<file path="src/rtl/cmp4_pkg.sv">
// Shared types for the 4-bit comparator frame tracker.
package cmp4_pkg;

    typedef enum logic [1:0] {
        FIRST = 2'd0,
        ACCUM = 2'd1,
        DONE  = 2'd2
    } tracker_state_t;

    typedef logic [3:0] nibble_t;

    // Packed comparator result, ordered {A_Greater, Equal, B_Greater}
    typedef struct packed {
        logic a_gt;
        logic eq;
        logic b_gt;
    } cmp_flags_t;

    localparam int DEFAULT_FRAME_LEN = 16;

endpackage

</file>
<file path="src/rtl/Four_Bit_Comparator_verilog.sv">
// Unsigned 4-bit magnitude comparator; exactly one flag is high for any A/B pair.
module Four_Bit_Comparator_verilog (
    input  logic [3:0] A,
    input  logic [3:0] B,
    output logic       A_Greater,
    output logic       Equal,
    output logic       B_Greater
);

    assign A_Greater = (A > B);
    assign Equal     = (A == B);
    assign B_Greater = (A < B);

endmodule

</file>
<file path="src/rtl/cmp4_frame_tracker.sv">
// Groups a 4-bit sample stream into frames and reports per-frame max/min and
// rise/fall/repeat counts, all derived from comparator flags.
//
// state | meaning
// FIRST | waiting for the first sample of a frame; loads max/min/prev
// ACCUM | folding samples 2..FRAME_LEN into the running statistics
// DONE  | summary presented on out_*; input stalled until consumer takes it
module cmp4_frame_tracker
    import cmp4_pkg::*;
#(
    parameter int FRAME_LEN = DEFAULT_FRAME_LEN,
    parameter int CNT_W     = $clog2(FRAME_LEN)
) (
    input  logic             clk,
    input  logic             rst_n,
    input  logic             clear,
    input  logic             in_valid,
    output logic             in_ready,
    input  logic [3:0]       in_data,
    output logic             out_valid,
    input  logic             out_ready,
    output logic [3:0]       out_max,
    output logic [3:0]       out_min,
    output logic [CNT_W-1:0] out_rise,
    output logic [CNT_W-1:0] out_fall,
    output logic [CNT_W-1:0] out_eq
);

    localparam logic [CNT_W-1:0] LAST_IDX = CNT_W'(FRAME_LEN - 1);
    localparam logic [CNT_W-1:0] ONE      = CNT_W'(1);

    tracker_state_t state_q, state_nxt;

    logic             ready_q;
    nibble_t          max_q, min_q, prev_q;
    nibble_t          max_nxt, min_nxt;
    logic [CNT_W-1:0] rise_q, fall_q, eq_q, idx_q;
    logic [CNT_W-1:0] rise_nxt, fall_nxt, eq_nxt;
    cmp_flags_t       max_flags, min_flags, prev_flags;

    logic accept;
    logic load_first;
    logic accum;
    logic last;

    Four_Bit_Comparator_verilog u_cmp_max (
        .A         (in_data),
        .B         (max_q),
        .A_Greater (max_flags.a_gt),
        .Equal     (max_flags.eq),
        .B_Greater (max_flags.b_gt)
    );

    Four_Bit_Comparator_verilog u_cmp_min (
        .A         (in_data),
        .B         (min_q),
        .A_Greater (min_flags.a_gt),
        .Equal     (min_flags.eq),
        .B_Greater (min_flags.b_gt)
    );

    Four_Bit_Comparator_verilog u_cmp_prev (
        .A         (in_data),
        .B         (prev_q),
        .A_Greater (prev_flags.a_gt),
        .Equal     (prev_flags.eq),
        .B_Greater (prev_flags.b_gt)
    );

    // in_ready is a flop so out_ready never reaches it combinationally
    assign in_ready  = ready_q;
    assign out_valid = (state_q == DONE);
    assign accept    = in_valid && ready_q && !clear;

    always_comb begin
        state_nxt  = state_q;
        load_first = 1'b0;
        accum      = 1'b0;
        last       = 1'b0;
        if (clear) begin
            state_nxt = FIRST;
        end else begin
            case (state_q)
                FIRST: begin
                    if (accept) begin
                        load_first = 1'b1;
                        state_nxt  = ACCUM;
                    end
                end
                ACCUM: begin
                    if (accept) begin
                        accum = 1'b1;
                        if (idx_q == LAST_IDX) begin
                            last      = 1'b1;
                            state_nxt = DONE;
                        end
                    end
                end
                DONE: begin
                    if (out_ready) begin
                        state_nxt = FIRST;
                    end
                end
                default: state_nxt = FIRST;
            endcase
        end
    end

    always_comb begin
        max_nxt  = max_q;
        min_nxt  = min_q;
        rise_nxt = rise_q;
        fall_nxt = fall_q;
        eq_nxt   = eq_q;
        unique case (max_flags)
            3'b100:  max_nxt = in_data;
            default: max_nxt = max_q;
        endcase
        unique case (min_flags)
            3'b001:  min_nxt = in_data;
            default: min_nxt = min_q;
        endcase
        unique case (prev_flags)
            3'b100:  rise_nxt = rise_q + ONE;
            3'b001:  fall_nxt = fall_q + ONE;
            3'b010:  eq_nxt   = eq_q + ONE;
            default: eq_nxt   = eq_q;
        endcase
    end

    always_ff @(posedge clk or negedge rst_n) begin
        if (!rst_n) begin
            state_q <= FIRST;
            ready_q <= 1'b0;
        end else begin
            state_q <= state_nxt;
            ready_q <= (state_nxt != DONE);
        end
    end

    always_ff @(posedge clk or negedge rst_n) begin
        if (!rst_n) begin
            max_q    <= '0;
            min_q    <= '0;
            prev_q   <= '0;
            rise_q   <= '0;
            fall_q   <= '0;
            eq_q     <= '0;
            idx_q    <= '0;
            out_max  <= '0;
            out_min  <= '0;
            out_rise <= '0;
            out_fall <= '0;
            out_eq   <= '0;
        end else if (load_first) begin
            max_q  <= in_data;
            min_q  <= in_data;
            prev_q <= in_data;
            rise_q <= '0;
            fall_q <= '0;
            eq_q   <= '0;
            idx_q  <= ONE;
        end else if (accum) begin
            max_q  <= max_nxt;
            min_q  <= min_nxt;
            prev_q <= in_data;
            rise_q <= rise_nxt;
            fall_q <= fall_nxt;
            eq_q   <= eq_nxt;
            if (last) begin
                out_max  <= max_nxt;
                out_min  <= min_nxt;
                out_rise <= rise_nxt;
                out_fall <= fall_nxt;
                out_eq   <= eq_nxt;
            end else begin
                idx_q <= idx_q + ONE;
            end
        end
    end

endmodule

</file>
<file path="config.mk">
export PLATFORM = sky130hd
export DESIGN_NAME = cmp4_frame_tracker
export DESIGN_NICKNAME = d
export VERILOG_FILES = /design/src/rtl/cmp4_pkg.sv /design/src/rtl/Four_Bit_Comparator_verilog.sv /design/src/rtl/cmp4_frame_tracker.sv
export SDC_FILE = /design/constraint.sdc
export NUM_CORES = 1
export LEC_CHECK = 0
export CAP_MARGIN = 20
export CORE_ASPECT_RATIO = 2
export CORE_UTILIZATION = 55
export DETAILED_ROUTE_END_ITERATION = 8
export PLACE_DENSITY = 0.78
export SETUP_SLACK_MARGIN = 0.1
export SLEW_MARGIN = 10
export SYNTH_ARGS = -nofsm -noshare
export SYNTH_HDL_FRONTEND = slang
export SYNTH_HIERARCHICAL = 1
export SYNTH_SLANG_ARGS = --single-unit
</file>
<file path="constraint.sdc">
create_clock -name clk -period 6.1 [get_ports clk]
set_input_delay 1.22 -clock clk [delete_from_list [all_inputs] [get_ports clk]]
set_output_delay 1.22 -clock clk [all_outputs]
set_load 0.02 [all_outputs]
</file>
-- Word-level counts from Yosys, hierarchy flattened
Index checks and enable logic that the tools add are counted.
- add/sub/neg operators: 4
- magnitude comparators: 6
- equal/unequal tests: 13
- multiplexer cells: 35
- bitwise logic cells: 1
- reduce and logical (&&, ||, !) cells: 7
- operator list (cell ; count):
    4-bit two-way mux ; 20
    4-bit by 1-bit adder with 4-bit output, second input constant ; 4
    4-bit equality test ; 3
    4-bit greater-than comparator ; 3
    4-bit less-than comparator ; 3
    2-bit two-way mux ; 5
    1-bit two-way mux ; 9
    3-bit by 1-bit equality test with 1-bit output, second input constant ; 2
    3-bit equality test, second input constant ; 2
    2-bit one-hot mux with 3 select lines ; 1
    4-bit equality test, second input constant ; 1
    2-bit != test, second input constant ; 2
    3-bit by 2-bit equality test with 1-bit output, second input constant ; 1
    3-bit AND reduction ; 1
    2-bit by 1-bit equality test with 1-bit output, second input constant ; 1
    2-bit equality test, second input constant ; 1
    1-bit logical AND ; 2
    2-bit zero test ; 1
    2-bit AND reduction ; 1
    2-bit nonzero test ; 1
    1-bit zero test ; 1
    1-bit inverter ; 1
- register bits after elaboration: 51
- input port bits: 9
- output and inout bits: 22
- word-level logic and storage cells: 80

-- Longest topological paths before layout
Gate-level depths: netlist of the first run.
- word-level depth: 8
- gate-level depth with buffers: 9
- gate-level depth less buffers: 8

-- Modules after synthesis
The synthesis of the first run kept the hierarchy.
- by module, submodules not included (module ; instances ; cells each ; area each (um^2) ; sequential area each (um^2)):
    cmp4_frame_tracker ; 1 ; 234 ; 2524.9 ; 1276.2
    Four_Bit_Comparator_verilog ; 3 ; 16 ; 128.9 ; 0.0

-- Worst setup path after synthesis of the first run
OpenSTA, ideal clock, no wires.
- path type: input port to flip-flop
- start: input port in_data[3]
- end: register out_eq[2]
- setup time: 125 ps
- arrival time: 3029 ps
- required time: 5975 ps
- setup slack: 2947 ps
- stages on the path: 7
- path buffers: 0
- cell sequence: ha_1 > nand2_1 > nor2_1 > a21oi_2 > or4bb_2 > xnor2_1 > mux2_2
- RTL lines (what ; line ; text):
    start: declaration ; cmp4_frame_tracker.sv:19 ; input logic [3:0] in_data,
    end signal: assignment ; cmp4_frame_tracker.sv:175 ; out_eq <= eq_nxt;
    end: declaration ; cmp4_frame_tracker.sv:26 ; output logic [CNT_W-1:0] out_eq

==> results of run 1 <==
==> cells by family after synthesis <==
logic type	share of synthesized area, %
compound gates	15.3
xor+xnor	1.80
fa+ha+maj	6.88
buf+inv	4.47
flops	43.8
mux	10.2
simple gates	17.5
==> power breakdown <==
group	switching, mW	internal, mW	total, mW
Clock	0.108	0.133	0.241
Combinational	0.127	0.125	0.251
Sequential	0.0410	0.376	0.417
==> tightest hold or removal path: cells and delay by family, from the launching register on <==
kind             cells  cell delay [ns]
and+or+nand+nor      2             0.11
DFF                  1             0.35
==> per-stage QoR <==
stage | hold slack, ns | utilization, % | power (mW) | setup slack, ns
3_5_place_dp | 0.472 | 63.6 | 0.676 | 2.03
3_3_place_gp | 0.461 | 63.6 | 0.664 | 2.14
6_report | 0.487 | 65.9 | 0.909 | 2.33
5_1_grt | 0.531 | 65.9 | 0.967 | 2.21
2_1_floorplan | 0.446 | - | 0.612 | 2.95
4_1_cts | 0.494 | 65.9 | 0.920 | 2.34
==> layer usage <==
metal / vias up / wire length, µm
met4: 0 / 202
met5: - / 0
met2: 32 / 3440
met3: 17 / 118
met1: 1101 / 2410
li1: 1076 / -
==> cell type report <==
class / count / area share [%]
tap: 58 / 2.14
sequential: 51 / 37.7
timing repair buffer: 35 / 9.83
clock buffer: 6 / 2.44
multi-input combinational: 200 / 45.1
clock inverter: 2 / 1.04
inverter: 16 / 1.77
==> cells in the mapped netlist (all sizes together) (5+ instances only) <==
| cell type | count | area, µm² |
|---|---|---|
| dfrtp | 51 | 1280 |
| nand2 | 37 | 139 |
| mux2 | 22 | 248 |
| a31oi | 16 | 100 |
| ha | 16 | 200 |
| inv | 16 | 60.1 |
| a21oi | 14 | 81.3 |
| nand3 | 13 | 65.1 |
| clkbuf | 9 | 36.3 |
| or3 | 7 | 43.8 |
| buf | 6 | 33.8 |
| o211ai | 6 | 45.0 |
| mux2i | 5 | 50.1 |
| nor2 | 5 | 18.8 |
| nor2b | 5 | 53.8 |
| o21ai | 5 | 25.0 |
| xnor2 | 5 | 43.8 |
==> how the worst max path moves through the flow <==
stage	to	cells after the start	slack, ns
after global placement	out_eq[2]$_DFFE_PN0P_	8	2.14
after detailed placement	out_eq[2]$_DFFE_PN0P_	8	2.03
after global routing	out_eq[2]$_DFFE_PN0P_	8	2.21
after CTS	out_eq[2]$_DFFE_PN0P_	8	2.34
after floorplan	out_eq[2]$_DFFE_PN0P_	7	2.95
final	out_eq[2]$_DFFE_PN0P_	8	2.33
==> summary.txt, run 1 <==
Status
  – Status: finished clean

Critical path
  – Setup crit end kind: flop
  – CP Data Arrival Time: 3.96 ns
  – Crit path kind: primary input to flop
  – Slowest cell on crit path: or4bb_2
  – Setup crit start: in_data[3]
  – Crit Reg-Reg Endpoint: out_eq[2]$_DFFE_PN0P_
  – CP max FO: 10
  – Crit path largest cell delay: 0.71 ns
  – Worst reg2reg startpoint: prev_q[3]$_DFFE_PN0P_
  – Worst path required time: 6.29 ns
  – Worst-case reg-to-reg path depth: 8
  – Kind of start point of the critical path: primary input
  – Crit path cell chain: clkdlybuf4s50_1 > ha_1 > nand2_1 > nor2_1 > a21oi_2 > or4bb_2 > xnor2_1 > mux2_2
  – CP delay by family, top: simple AND/OR/NAND/NOR gates
  – CP bufs+invs: 1
  – R2R setup slack: 3.55 ns

Clock network
  – Hold_buf cts: 0
  – Latest clock arrival within the worst-skew pair: 0.30 ns
  – Clock Pin Slew Worst Setup and Hold Paths: 0.09 ns
  – Post-CTS setup buffers: 0
  – H-tree depth: 2
  – Total CTS buffers: 5
  – Worst-case clock buffer depth: 2
  – CTS tree: done
  – Clk root buf: clkbuf_8
  – Clock Sinks: between 50 and 60
  – PostCTS Resize Cnt: 0

Global routing
  – Largest net degree at the start of global routing: 52
  – Initial antenna violation count: 0
  – GR met2 Demand/Resource: 43.2%
  – GRT Max-Usage Layer: met2
  – Met3 global-route usage: approximately 3.3%
  – Met1 Track Usage GR: 28.8%
  – Total Routing Usage GR: 25.1%
  – Vias in the first global route: approximately 2,300
  – GR Overflow Total: 0
  – First-pass GRT wire length: 10.3 mm

STA
  – Highest clock rate: 0.265 GHz
  – Clock Skews: 0.00774 ns
  – Setup TNS: 0 ns
  – Max-slew violations: 0
  – Relative slew slack: 53.6%
  – Hold Fails Final Rpt: 0
  – Final setup viols: 0
  – Final Critical Period: 3.77 ns
  – Fin crit share: between 60% and 70%
  – Worst Max-Slew Pin Slew: between 0.6 and 0.7 ns
  – RSZ-0062 raised after global routing: no

Detailed routing
  – Pre-antenna DRT Iters: 4
  – Post-route ant nets: 0
  – Drc violations: 0
  – Post-DR vias/cell: 6.05
  – Routed wire length: 6.17 mm
  – Routed via count: ~2,200
  – Detail-routed net length per standard cell: 16.8 µm
  – Drt first-iter violations: 45

Finish
  – Synthesis-to-layout area growth: 16.2%
  – Share of layout cells above drive strength 1: roughly 17%
  – Commonest non-fill, non-tap cell in the layout: dfrtp_1
  – Ant diodes: 0
  – Fill cells: between 400 and 500
  – Reg area: roughly 1300 µm²
  – Commonest cells after routing, fill and taps aside: dfrtp_1 (51), nand2_1 (37), clkdlybuf4s50_1 (29)
  – Multi-input logic area: 1530 µm²
  – Nets: about 330
  – Design area: 3380 µm²
  – Finished Layout Cells: 368

Logic synthesis
  – Seq/Total Area, Yosys: a little over two fifths
  – Yosys cell types: 48
  – Top FF cell, synth: dfrtp_1
  – Net count after synthesis: approximately 300
  – Mapped Cells: 282
  – Async SR Flop Fraction: 100%
  – Yosys warns: 6
  – Synth Cell Area: 2910 µm²
  – Number of synthesized flops with an enable pin: 0
  – Avg Cell Area, Syn: 10.3 µm²
  – Yosys reg bits: between 50 and 60

Placement
  – Placed cell areas: 3270 µm²
  – Inst Count DP: 360
  – I/O Buffers: 30
  – Detailed placement HPWL: approximately 4.3 mm
  – Global placer's final weighted congestion: 0.873

Hold path
  – Hold path cells: 2
  – Hold endpoint: prev_q[3]$_DFFE_PN0P_
  – HP Start: prev_q[3]$_DFFE_PN0P_
  – Min-Delay Path Class: flop to flop

Floorplanning
  – Die Footprint: 5610 µm²
  – Row cnt: 37
  – Chip width: 53.4 µm
  – Starting Density: 56.7%
  – Core area: 5140 µm²
  – Die Y: 105 µm
  – I/O pins: 31

Pwr
  – Static Leak: 1.47 nW
  – Peak supply drop: 0.204 mV
  – Power Dens Cells: 269 nW/µm²

Flow run
  – Max-Cap Viols: 0
Note: power is estimated with default switching activity, not from simulation.
==> inputs of run 2 (changes only) <==
- clock period: 6.1 -> 3.7 ns (I/O delays scaled with it)
==> summary.txt, run 2 (synthesis results as in run 1) <==
Clock network
  – Worst-case clock buffer depth: 2
  – CTS tree: done
  – PostCTS Resize Cnt: 0
  – Clock Sinks: 51
  – Total CTS buffers: 5
  – Clock Pin Slew Worst Setup and Hold Paths: about 0.08 ns
  – Post-CTS setup buffers: 0
  – Latest clock arrival within the worst-skew pair: 0.29 ns
  – H-tree depth: 2
  – Hold_buf cts: 0
  – Clk root buf: clkbuf_8

Finish
  – Commonest non-fill, non-tap cell in the layout: dfrtp_1
  – Ant diodes: 0
  – Fill cells: ~420
  – Synthesis-to-layout area growth: 16.8%
  – Share of layout cells above drive strength 1: 18.0%
  – Commonest cells after routing, fill and taps aside: dfrtp_1 (51), nand2_1 (37), clkdlybuf4s50_1 (29)
  – Finished Layout Cells: between 300 and 400
  – Design area: 3400 µm²
  – Nets: 342

Floorplanning
  – Starting Density: 56.7%
  – Chip width: about 53 µm
  – Core area: between 5000 and 6000 µm²
  – Row cnt: 37
  – Die Y: 105 µm
  – I/O pins: 31
  – Die Footprint: about 5600 µm²

STA
  – Highest clock rate: roughly 0.32 GHz
  – Final setup viols: 0
  – Max-slew violations: 0
  – Worst Max-Slew Pin Slew: roughly 0.58 ns
  – Relative slew slack: between 60% and 70%
  – Setup TNS: 0 ns
  – Final Critical Period: between 3 and 4 ns
  – RSZ-0062 raised after global routing: no
  – Worst hold margin: 0.425 ns
  – Fin crit share: 84.1%
  – Clock Skews: 0.00764 ns
  – Hold Fails Final Rpt: 0

Pwr
  – Peak supply drop: 0.397 mV
  – Final Total Pwr: 1.42 mW
  – Clock power share: 20.5%
  – Sw Ratio: 31.9%
  – Cell-internal power: 0.968 mW
  – Sw Pwr: 0.452 mW
  – Static Leak: 1.49 nW
  – Register share of total power: 48.5%
  – Combinational share of power: 31.1%
  – Power Dens Cells: 418 nW/µm²

Critical path
  – Worst path required time: 3.88 ns
  – CP Data Arrival Time: roughly 3.3 ns
  – Slowest cell on crit path: or4bb_2
  – Crit path kind: primary input to flop
  – CP max FO: 10
  – Setup crit end kind: flop
  – Kind of start point of the critical path: primary input
  – Crit path largest cell delay: 0.69 ns
  – Crit path cell chain: clkdlybuf4s50_1 > ha_1 > nand2_1 > nor2_1 > a21oi_2 > or4bb_2 > xnor2_1 > mux2_2

Global routing
  – Total Routing Usage GR: between 20% and 30%
  – First-pass GRT wire length: 10.3 mm
  – Vias in the first global route: 2,313
  – Initial antenna violation count: 0
  – Largest net degree at the start of global routing: 28
  – GR Overflow Total: 0

Placement
  – Placed cell areas: 3330 µm²
  – Global placer's final weighted congestion: 0.818
  – Detailed placement HPWL: approximately 4.6 mm
  – Inst Count DP: 368
  – I/O Buffers: 30

Detailed routing
  – Routed via count: 2,237
  – Drc violations: 0
  – Post-DR vias/cell: 5.98
  – Detail-routed net length per standard cell: 17.0 µm
  – Drt first-iter violations: just under 50
  – Pre-antenna DRT Iters: 4
  – Routed wire length: 6.34 mm
  – Post-route ant nets: 0

Flow run
  – Max-Cap Viols: 0

Status
  – Status: finished clean

Hold path
  – Min-Delay Path Class: primary input to asynchronous set/reset pin
## run 2: final timing paths
kind	start	end	slack [ns]	depth (start not counted)
max reg2reg	prev_q[3]$_DFFE_PN0P_	out_eq[2]$_DFFE_PN0P_	1.07	8
max in group asynchronous	rst_n	idx_q[3]$_DFFE_PN0P_	2.51	2
min reg2reg	prev_q[2]$_DFFE_PN0P_	prev_q[2]$_DFFE_PN0P_	0.48	2
min	rst_n	out_max[2]$_DFFE_PN0P_	0.42	1
min in group clk	prev_q[2]$_DFFE_PN0P_	prev_q[2]$_DFFE_PN0P_	0.48	2
max	in_data[3]	out_eq[2]$_DFFE_PN0P_	0.59	8
## run 2: stage by stage
step / util [%] / setup WS [ns]
after global routing: 66.2 / 0.441
final: 66.2 / 0.587
after global placement: 64.7 / 0.379
after detailed placement: 64.7 / 0.303
after floorplan: - / 1.03
after CTS: 66.2 / 0.588
## run 2: metal layers
metal	GRT usage, %	share of wire, %	vias up
li1	-	-	1088
met1	29.1	40	1101
met2	42.8	55	35
met3	2.62	2.2	13
met4	11.7	2.8	0
met5	0	0	-
## run 2: final cells by class
class,count,area [µm²],area share (%)
inverters,16,60.1,1.77
well taps,58,72.6,2.13
multi-input cells,200,1530,44.9
clock buffers,6,72.6,2.13
repair buffers,43,393,11.6
flip-flops and latches,51,1280,37.5
## run 2: power groups by stage
stage	Combinational, mW	Clock (mW)	Sequential (mW)
floorplan	0.326	0	0.683
global placement	0.420	0	0.693
detailed placement	0.439	0	0.698
CTS	0.443	0.302	0.687
global route	0.489	0.316	0.698
finish	0.441	0.291	0.688
## run 2: worst max-delay path: cells and delay by family
kind,cells,cell delay (ns)
simple gates,3,1.26
compound gates,1,0.16
fa+ha+maj,1,0.30
xor+xnor,1,0.15
buf+inv,1,0.42
mux,1,0.26
==> inputs of run 3 (changes only) <==
- CORE_UTILIZATION: 55 -> 51
- PLACE_DENSITY: 0.78 -> 0.76
- clock period: 3.7 -> 2.5 ns (I/O delays scaled with it)
==> summary.txt, run 3 (synthesis results as in run 1) <==
STA
  – RSZ-0062 raised after global routing: no
  – Hold Fails Final Rpt: 0
  – Highest clock rate: 0.429 GHz
  – Final setup viols: 0
  – Worst Max-Slew Pin Slew: 0.547 ns
  – Setup slack after layout: 0.167 ns
  – Fin crit share: between 90% and 100%
  – Setup TNS: 0 ns
  – Max-slew violations: 0
  – Final Critical Period: 2.33 ns
  – Clock Skews: roughly 0.007 ns
  – Relative slew slack: 63.6%

Pwr
  – Static Leak: 1.61 nW
  – Power Dens Cells: about 620 nW/µm²
  – Register share of total power: 45.6%
  – Clock power share: 20.7%
  – Sw Pwr: between 0.7 and 0.8 mW
  – Peak supply drop: 0.577 mV
  – Sw Ratio: ~32%
  – Cell-internal power: ~1.5 mW
  – Combinational share of power: between 30% and 40%

Floorplanning
  – Chip width: about 55 µm
  – Die Footprint: 6030 µm²
  – Starting Density: a little over half
  – Core area: 5470 µm²
  – Row cnt: 38
  – Die Y: 109 µm
  – I/O pins: 31

Placement
  – Inst Count DP: 385
  – Detailed placement HPWL: 4.82 mm
  – Global placer's final weighted congestion: 0.813
  – Pre-CTS setup slack: -0.428 ns
  – I/O Buffers: 30

Clock network
  – Hold_buf cts: 0
  – Total CTS buffers: 5
  – H-tree depth: 2
  – Clock Pin Slew Worst Setup and Hold Paths: about 0.08 ns
  – CTS tree: done
  – Worst-case clock buffer depth: 2
  – Clock Sinks: just over 50
  – Latest clock arrival within the worst-skew pair: 0.31 ns
  – Clk root buf: clkbuf_8

Finish
  – Layout Utilization: approximately 66%
  – Ant diodes: 0
  – Finished Layout Cells: 394
  – Fill cells: 462
  – Share of layout cells above drive strength 1: 25.1%
  – Commonest cells after routing, fill and taps aside: dfrtp_1 (51), nand2_1 (37), clkdlybuf4s50_1 (25)
  – Reg area: roughly 1300 µm²
  – Commonest non-fill, non-tap cell in the layout: dfrtp_1
  – Multi-input logic area: roughly 1600 µm²
  – Nets: ~360
  – Synthesis-to-layout area growth: 24.3%

Status
  – Status: finished clean

Global routing
  – Initial antenna violation count: 0
  – Vias in the first global route: 2,330
  – GR Overflow Total: 0
  – First-pass GRT wire length: about 11 mm
  – Total Routing Usage GR: 23.3%
  – Largest net degree at the start of global routing: 25

Critical path
  – Crit Reg-Reg Endpoint: out_rise[2]$_DFFE_PN0P_
  – CP max FO: 7
  – Setup crit end kind: flop
  – Crit path kind: primary input to flop
  – R2R setup slack: between 0.2 and 0.25 ns
  – Kind of start point of the critical path: primary input
  – Worst path required time: 2.70 ns
  – Worst-case reg-to-reg path depth: 8
  – CP Data Arrival Time: around 2.5 ns
  – Worst reg2reg startpoint: prev_q[3]$_DFFE_PN0P_

Flow run
  – Max-Cap Viols: 0

Detailed routing
  – Post-route ant nets: 0
  – Routed via count: 2,330
  – Pre-antenna DRT Iters: 4
  – Drc violations: 0
  – Post-DR vias/cell: 5.91
  – Routed wire length: approximately 6.5 mm
  – Drt first-iter violations: 46
  – Detail-routed net length per standard cell: 16.5 µm

Hold path
  – Min-Delay Path Class: primary input to asynchronous set/reset pin
[run 3: changes by cell type in the layout (fill, tap and decap cells not counted), moves of 2 or more]
| cell | before | now |
|---|---|---|
| or3b_1 | 3 | 0 |
| buf_4 | 13 | 24 |
| dlygate4sd2_1 | 0 | 3 |
| or3b_4 | 0 | 3 |
| a21oi_4 | 0 | 2 |
| clkdlybuf4s50_1 | 29 | 25 |
| or4bb_2 | 2 | 0 |
| or4bb_4 | 0 | 2 |
| nor2_1 | 5 | 3 |
| buf_6 | 0 | 4 |
[run 3: power by group through the flow]
stage               logic, mW  clock network [mW]  registers, mW
floorplan               0.484                   0           1.01
global placement        0.680                   0           1.03
detailed placement      0.704                   0           1.04
CTS                     0.758               0.486           1.02
global route            0.831               0.511           1.04
finish                  0.752               0.464           1.02
[run 3: stage by stage]
stage / cell area (µm²) / hold slack [ns] / power [mW]
after floorplan: 2910 / 0.204 / 1.49
after global placement: 3460 / 0.462 / 1.71
after detailed placement: 3460 / 0.468 / 1.74
after CTS: 3610 / 0.178 / 2.26
after global routing: 3620 / 0.202 / 2.38
final: 3620 / 0.166 / 2.24
[run 3: worst max-delay path by stage]
| stage | startpoint | to | depth (start not counted) |
|---|---|---|---|
| floorplan | in_data[3] | out_rise[2]$_DFFE_PN0P_ | 7 |
| global placement | in_data[3] | out_rise[2]$_DFFE_PN0P_ | 8 |
| detailed placement | in_data[3] | out_fall[3]$_DFFE_PN0P_ | 7 |
| CTS | in_data[0] | out_max[1]$_DFFE_PN0P_ | 11 |
| global route | in_data[3] | out_min[0]$_DFFE_PN0P_ | 8 |
| finish | in_data[3] | out_max[1]$_DFFE_PN0P_ | 10 |
[run 3: routing by layer]
metal,GRT usage (%),up-vias,wire [µm]
met5,0,-,0
met4,10.4,0,168
met3,3.68,10,155
met2,43.1,38,3560
met1,25.8,1162,2610
li1,-,1120,-
[run 3: critical path: stages]
cell	delay, ns
dlygate4sd2_1	0.27
buf_6	0.15
ha_1	0.30
nand2_1	0.08
o21bai_4	0.17
and2_1	0.15
nor3b_2	0.15
buf_4	0.15
mux2_2	0.34
mux2_2	0.26
[run 3: layout make-up]
type | instances | share of cell area [%]
Multi-Input combinational cell | 200 | 43.9
Sequential cell | 51 | 35.3
Timing Repair Buffer | 59 | 14.9
Clock buffer | 7 | 2.11
Tap cell | 60 | 2.07
Inverter | 16 | 1.66
Clock inverter | 1 | 0.138
[run 3: repair_timing]
| item | in CTS | in global routing |
|---|---|---|
| buffers inserted | 1 | 0 |
| endpoints found under the hold margin | 0 | 0 |
| pin swaps | 1 | 3 |
| resized for setup | 22 | 2 |
| endpoints found under the setup margin | 32 | 23 |
==> variant 1: new RTL, settings of run 3 <==
Set the package constant `DEFAULT_FRAME_LEN` to 32 (it was 16).
--- a/src/rtl/cmp4_pkg.sv
+++ b/src/rtl/cmp4_pkg.sv
@@ -18,3 +18,3 @@
 
-    localparam int DEFAULT_FRAME_LEN = 16;
+    localparam int DEFAULT_FRAME_LEN = 32;
 
Interface: changed (resized out_eq, out_fall and out_rise); port bits go from 31 to 34. No check against the original RTL was run, so the function may have changed too.
==> variant 1 against run 3 <==
The flow now finishes with violations (DRC); design area increased by 15%; setup slack better by 0.031 ns; power up 46%; sequential cell count rose by 7; combinational power is 4.7% higher; routed wire length is 9.2% higher; clock power increased to 2.9 times the old value; synthesized area grew 8.6%; critical path type unchanged.
==> variant 1: results (changes against run 3) <==
| Metric | Value |
|---|---|
| Violated checks | `DRC` |
| Relative slew slack | `61.22% (-2.3 points)` |
| DRC viols | `2 (+2)` |
| CTS HTree Levels | `3 (+1)` |
| Clock Skews | `0.005873 ns (-0.001129 ns)` |
| Pre-antenna DRT Iters | `6 (+2)` |
| Share of layout cells above drive strength 1 | `20.77% (-4.4 points)` |
| Post-synthesis sequential area ratio | `45.89% (+2.1 points)` |
| Commonest cells in the netlist | `dfrtp_1 (58), nand2_1 (56), o21ai_1 (20)` |
| Routed vias/inst | `5.592 (-5.4%)` |
| Clock buffer count from CTS | `9 (+4)` |
| Worst Reg-to-Reg Cells | `10 (+2)` |
| Switching Share | `27.45% (-4.7 points)` |
| Via count of the first global-routing pass | `2,482 (+6.5%)` |
| Fin nets | `411 (+15%)` |
| Post-Syn Area | `3163 µm² (+8.6%)` |
| Outcome | `finished, violations left` |
| Critical path startpoint | `in_data[2]` |
| Root buf cell | `clkbuf_16` |
| Gr usage total | `24.40% (+1.1 points)` |
| Final wirelength | `7101 µm (+9.2%)` |
| Clk slew on worst S/H paths | `0.05 ns (-0.03 ns)` |
| Worst-Skew Late Latency | `0.33 ns (+0.02 ns)` |
| Largest net degree at the start of global routing | `43 (+72%)` |
| First-pass GRT wire length | `11,660 µm (+7.0%)` |
| Critical path data arrival time | `2.51 ns (-0.02 ns)` |
| Placer congestion estimate | `0.8710 (+7.2%)` |
| Max rail drop VDD | `0.9363 mV (+62%)` |
| Reg2reg setup slack | `0.21 ns (-0.02 ns)` |
| Post-place setup slack | `-0.3823 ns (+0.04543 ns)` |
| DR iter-0 viols | `90 (+96%)` |
| Post-route worst setup slack | `0.1982 ns (+0.03086 ns)` |
[variant 1: cell families after synthesis]
logic type | count (synthesis) | share of synthesized area, %
xor gates and xnor gates | 12 | 3.323
DFF | 58 | 45.89
buffers and inverters | 31 | 3.837
and+or+nand+nor | 122 | 21.64
AOI/OAI and AO/OA | 60 | 12.58
adders and majority gates | 17 | 6.725
muxes | 18 | 6.013
[variant 1: final cells by class]
| cell class | count | area (µm²) |
|---|---|---|
| inverters | 19 | 71.32 |
| fillers | 440 | 1844 |
| well taps | 63 | 78.83 |
| repair buffers | 68 | 608.1 |
| clock buffers | 12 | 256.5 |
| multi-input cells | 229 | 1622 |
| flip-flops and latches | 58 | 1451 |
| clock inverters | 4 | 73.82 |
[variant 1: per-stage QoR]
step | util, % | hold slack (ns) | area [µm²] | cells
finish | 69.29 | 0.1686 | 4161 | 453
global route | 69.29 | 0.2108 | 4161 | 453
CTS | 69.04 | 0.1856 | 4146 | 451
detailed placement | 62.98 | 0.4642 | 3782 | 434
global placement | 62.98 | 0.4609 | 3782 | 434
floorplan | - | 0.2044 | 3163 | 318
[variant 1: final timing paths]
check / to
min in group clk: prev_q[2]
min reg2reg: prev_q[2]
min: out_fall[2]
max reg2reg: rise_q[4]
max in group asynchronous: state_q[1]
max: max_q[1]
[variant 1: timing repair]
action | 4_1_cts | 5_1_grt
resized for setup | 10 | 3
buffers inserted | 1 | 2
pin swaps | 7 | 6
setup endpoints to repair | 22 | 12
[variant 1: critical path: stages]
cell           delay [ns]
dlygate4sd2_1        0.26
buf_4                0.17
ha_1                 0.28
nand2_1              0.06
o21bai_4             0.17
and2_1               0.15
nor3b_2              0.21
inv_1                0.06
a21oi_1              0.15
buf_4                0.17
mux2_2               0.33
[variant 1: power groups by stage]
stage / clock network [mW] / logic (mW) / registers (mW)
after floorplan: 0 / 0.503 / 1.13
after global placement: 0 / 0.748 / 1.15
after detailed placement: 0 / 0.766 / 1.16
after CTS: 1.36 / 0.786 / 1.15
after global routing: 1.40 / 0.865 / 1.16
final: 1.33 / 0.787 / 1.15
[variant 1: routing by layer]
| layer | wire, µm | part of all wire (%) | global-route usage, % |
|---|---|---|---|
| met3 | 227 | 3.2 | 6.236 |
| met2 | 3890 | 55 | 42.40 |
| met5 | 0 | 0 | 0 |
| met1 | 2481 | 35 | 23.93 |
| met4 | 502 | 7.1 | 18.57 |
==> variant 2: new RTL, config.mk and constraints of run 3 <==
Made on the original files. Encoding of `tracker_state_t`: now one-hot (3 bits for 3 states).
--- a/src/rtl/cmp4_pkg.sv
+++ b/src/rtl/cmp4_pkg.sv
@@ -3,6 +3,6 @@
 
-    typedef enum logic [1:0] {
-        FIRST = 2'd0,
-        ACCUM = 2'd1,
-        DONE  = 2'd2
+    typedef enum logic [2:0] {
+        FIRST = 3'b001,
+        ACCUM = 3'b010,
+        DONE  = 3'b100
     } tracker_state_t;
Function: same outputs for any inputs over 10 cycles, from zero or initial values and one cycle with rst_n low; not proved beyond that.
==> variant 2 against run 3 <==
Synthesized area is 1.7% lower; non-clock buffer count shrank 9; power is 15% lower; setup slack gained 0.13 ns; design area decreased by 3.8%; combinational power decreased by 34%; clock skew is 0.0042 ns lower; routed wire length is 9.0% lower; sequential share of layout area grew 2.2 points; final cell count shrank 1.0%; sequential cell count rose by 1; register-to-register slack better by 0.19 ns; critical endpoint is now max_q[3]; largest power group unchanged; highest routed layer unchanged.
==> variant 2: results (changes against run 3) <==
| Metric | Value |
|---|---|
| Outcome | `completed` |
| Root buf cell | `clkbuf_8` |
| Largest net degree at the start of global routing | `31 (+24%)` |
| ANT cells | `0 (unchanged)` |
| Synth Flop Type | `dfrtp_1` |
| Via count of the first global-routing pass | `2,165 (-7.1%)` |
| Maximum clock path buffer count | `2 (unchanged)` |
| Worst-Skew Late Latency | `0.31 ns (about the same)` |
| Final Max Tran Viols | `0 (unchanged)` |
| Slowest CP cell | `mux2_2` |
| Routed vias/inst | `5.579 (-5.7%)` |
| Worst hold path type | `in -> async` |
| Relative slew slack | `62.51% (-1.0 points)` |
| CP Max Fanout | `4 (-3)` |
| Leakage power | `1.651 nW (+2.9%)` |
| Final wirelength | `5912 µm (-9.0%)` |
| Asr flop ratio synth | `100.0% (unchanged)` |
| Pre-antenna DRT Iters | `4 (unchanged)` |
| Initial antenna violation count | `0 (unchanged)` |
| Synth warn | `6 (unchanged)` |
| Max rail drop VDD | `0.5171 mV (-10%)` |
| Clock Skews | `0.002808 ns (-0.004194 ns)` |
| Syn Inst Count | `279 (-1.1%)` |
| Post-DP HPWL | `4513 µm (-6.4%)` |
| # fillers | `457 (-1.1%)` |
| Port Buffers | `30 (unchanged)` |
| CTS HTree Levels | `2 (unchanged)` |
| Post-CTS setup buffer count | `0 (-1)` |
| Placed instance count | `382 (-0.78%)` |
| Clock buffer count from CTS | `5 (unchanged)` |
| Mapped Nets | `304 (-0.98%)` |
| Commonest cells in the netlist | `dfrtp_1 (51), a21oi_1 (33), nor2_1 (28)` |
| Clk slew on worst S/H paths | `0.09 ns` |
| Share of layout cells above drive strength 1 | `17.88% (-7.3 points)` |
| Dominant cells by area after synthesis | `dfrtp_1 (45%), ha_1 (7.0%), a21oi_1 (5.8%)` |
| First-pass GRT wire length | `9632 µm (-12%)` |
| Critical path data arrival time | `2.40 ns (-0.13 ns)` |
| Routed len/inst | `15.16 µm (-8.1%)` |
| Post-synth cell types | `42 (-13%)` |
| Post-synthesis sequential area ratio | `45.52% (+1.7 points)` |
| DR iter-0 viols | `46 (unchanged)` |
| Slowest stage delay, CP | `0.35 ns` |
| Fin nets | `354 (-1.1%)` |
| Gr usage total | `23.12% (-0.15 points)` |
| Placer congestion estimate | `0.8226 (+1.2%)` |
==> variant 2: logic make-up after synthesis <==
family | share of synthesized area, %
AOI/OAI and AO/OA | 13.21
xor gates and xnor gates | 3.673
adders and majority gates | 6.996
buffers and inverters | 3.454
DFF | 45.52
muxes | 8.395
and+or+nand+nor | 18.76
==> variant 2: path summary, 6_finish.rpt <==
check                            from           to  slack [ns]  cells past startpoint
setup reg to reg            prev_q[3]      eq_q[3]        0.42                      9
max in group asynchronous       rst_n   state_q[0]        1.70                      2
hold / removal                  rst_n  out_fall[2]        0.17                      1
hold reg to reg             prev_q[1]    prev_q[1]        0.49                      2
min in group clk            prev_q[1]    prev_q[1]        0.49                      2
setup / recovery           in_data[3]     max_q[3]        0.30                      9
==> variant 2: final cells by class <==
class / instances / share of cell area, %
Timing Repair Buffer: 50 / 13.44
Sequential cell: 52 / 37.42
Clock buffer: 8 / 2.588
Multi-Input combinational cell: 203 / 42.56
Tap cell: 60 / 2.157
Inverter: 17 / 1.833
==> variant 2: timing repair <==
action,in CTS,in global routing
gates resized for setup,3,7
setup endpoints to repair,5,16
pin swaps,2,2
==> variant 2: metrics by stage <==
step	total power, mW	cell area, µm²	worst slack, ns	utilization (%)
final	1.904	3481	0.2996	64.22
after global routing	2.006	3481	0.1841	64.22
after CTS	1.898	3457	0.1307	63.78
after detailed placement	1.406	3366	-0.2540	62.10
after global placement	1.393	3366	-0.2354	62.10
after floorplan	1.248	2861	0.2387	-
==> variant 2: worst max-delay path: cells and delay by family <==
kind                       cells  cell delay [ns]
and+or+nand+nor                3             0.43
muxes                          1             0.35
AOI/OAI and AO/OA              2             0.41
buffers and inverters          2             0.40
adders and majority gates      1             0.29
==> variant 2: report_power, final <==
| part | internal, mW | total [mW] | switching [mW] |
|---|---|---|---|
| clock network | 0.226 | 0.496 | 0.270 |
| logic | 0.258 | 0.498 | 0.240 |
| registers | 0.880 | 0.909 | 0.0297 |
==> variant 2: routing by layer <==
metal / GRT usage [%] / vias up / share of wire (%)
li1: - / 1066 / -
met1: 25.14 / 1064 / 39
met2: 41.14 / 38 / 57
met3: 4.782 / 8 / 2.6
met4: 9.107 / 0 / 1.9
met5: 0 / - / 0
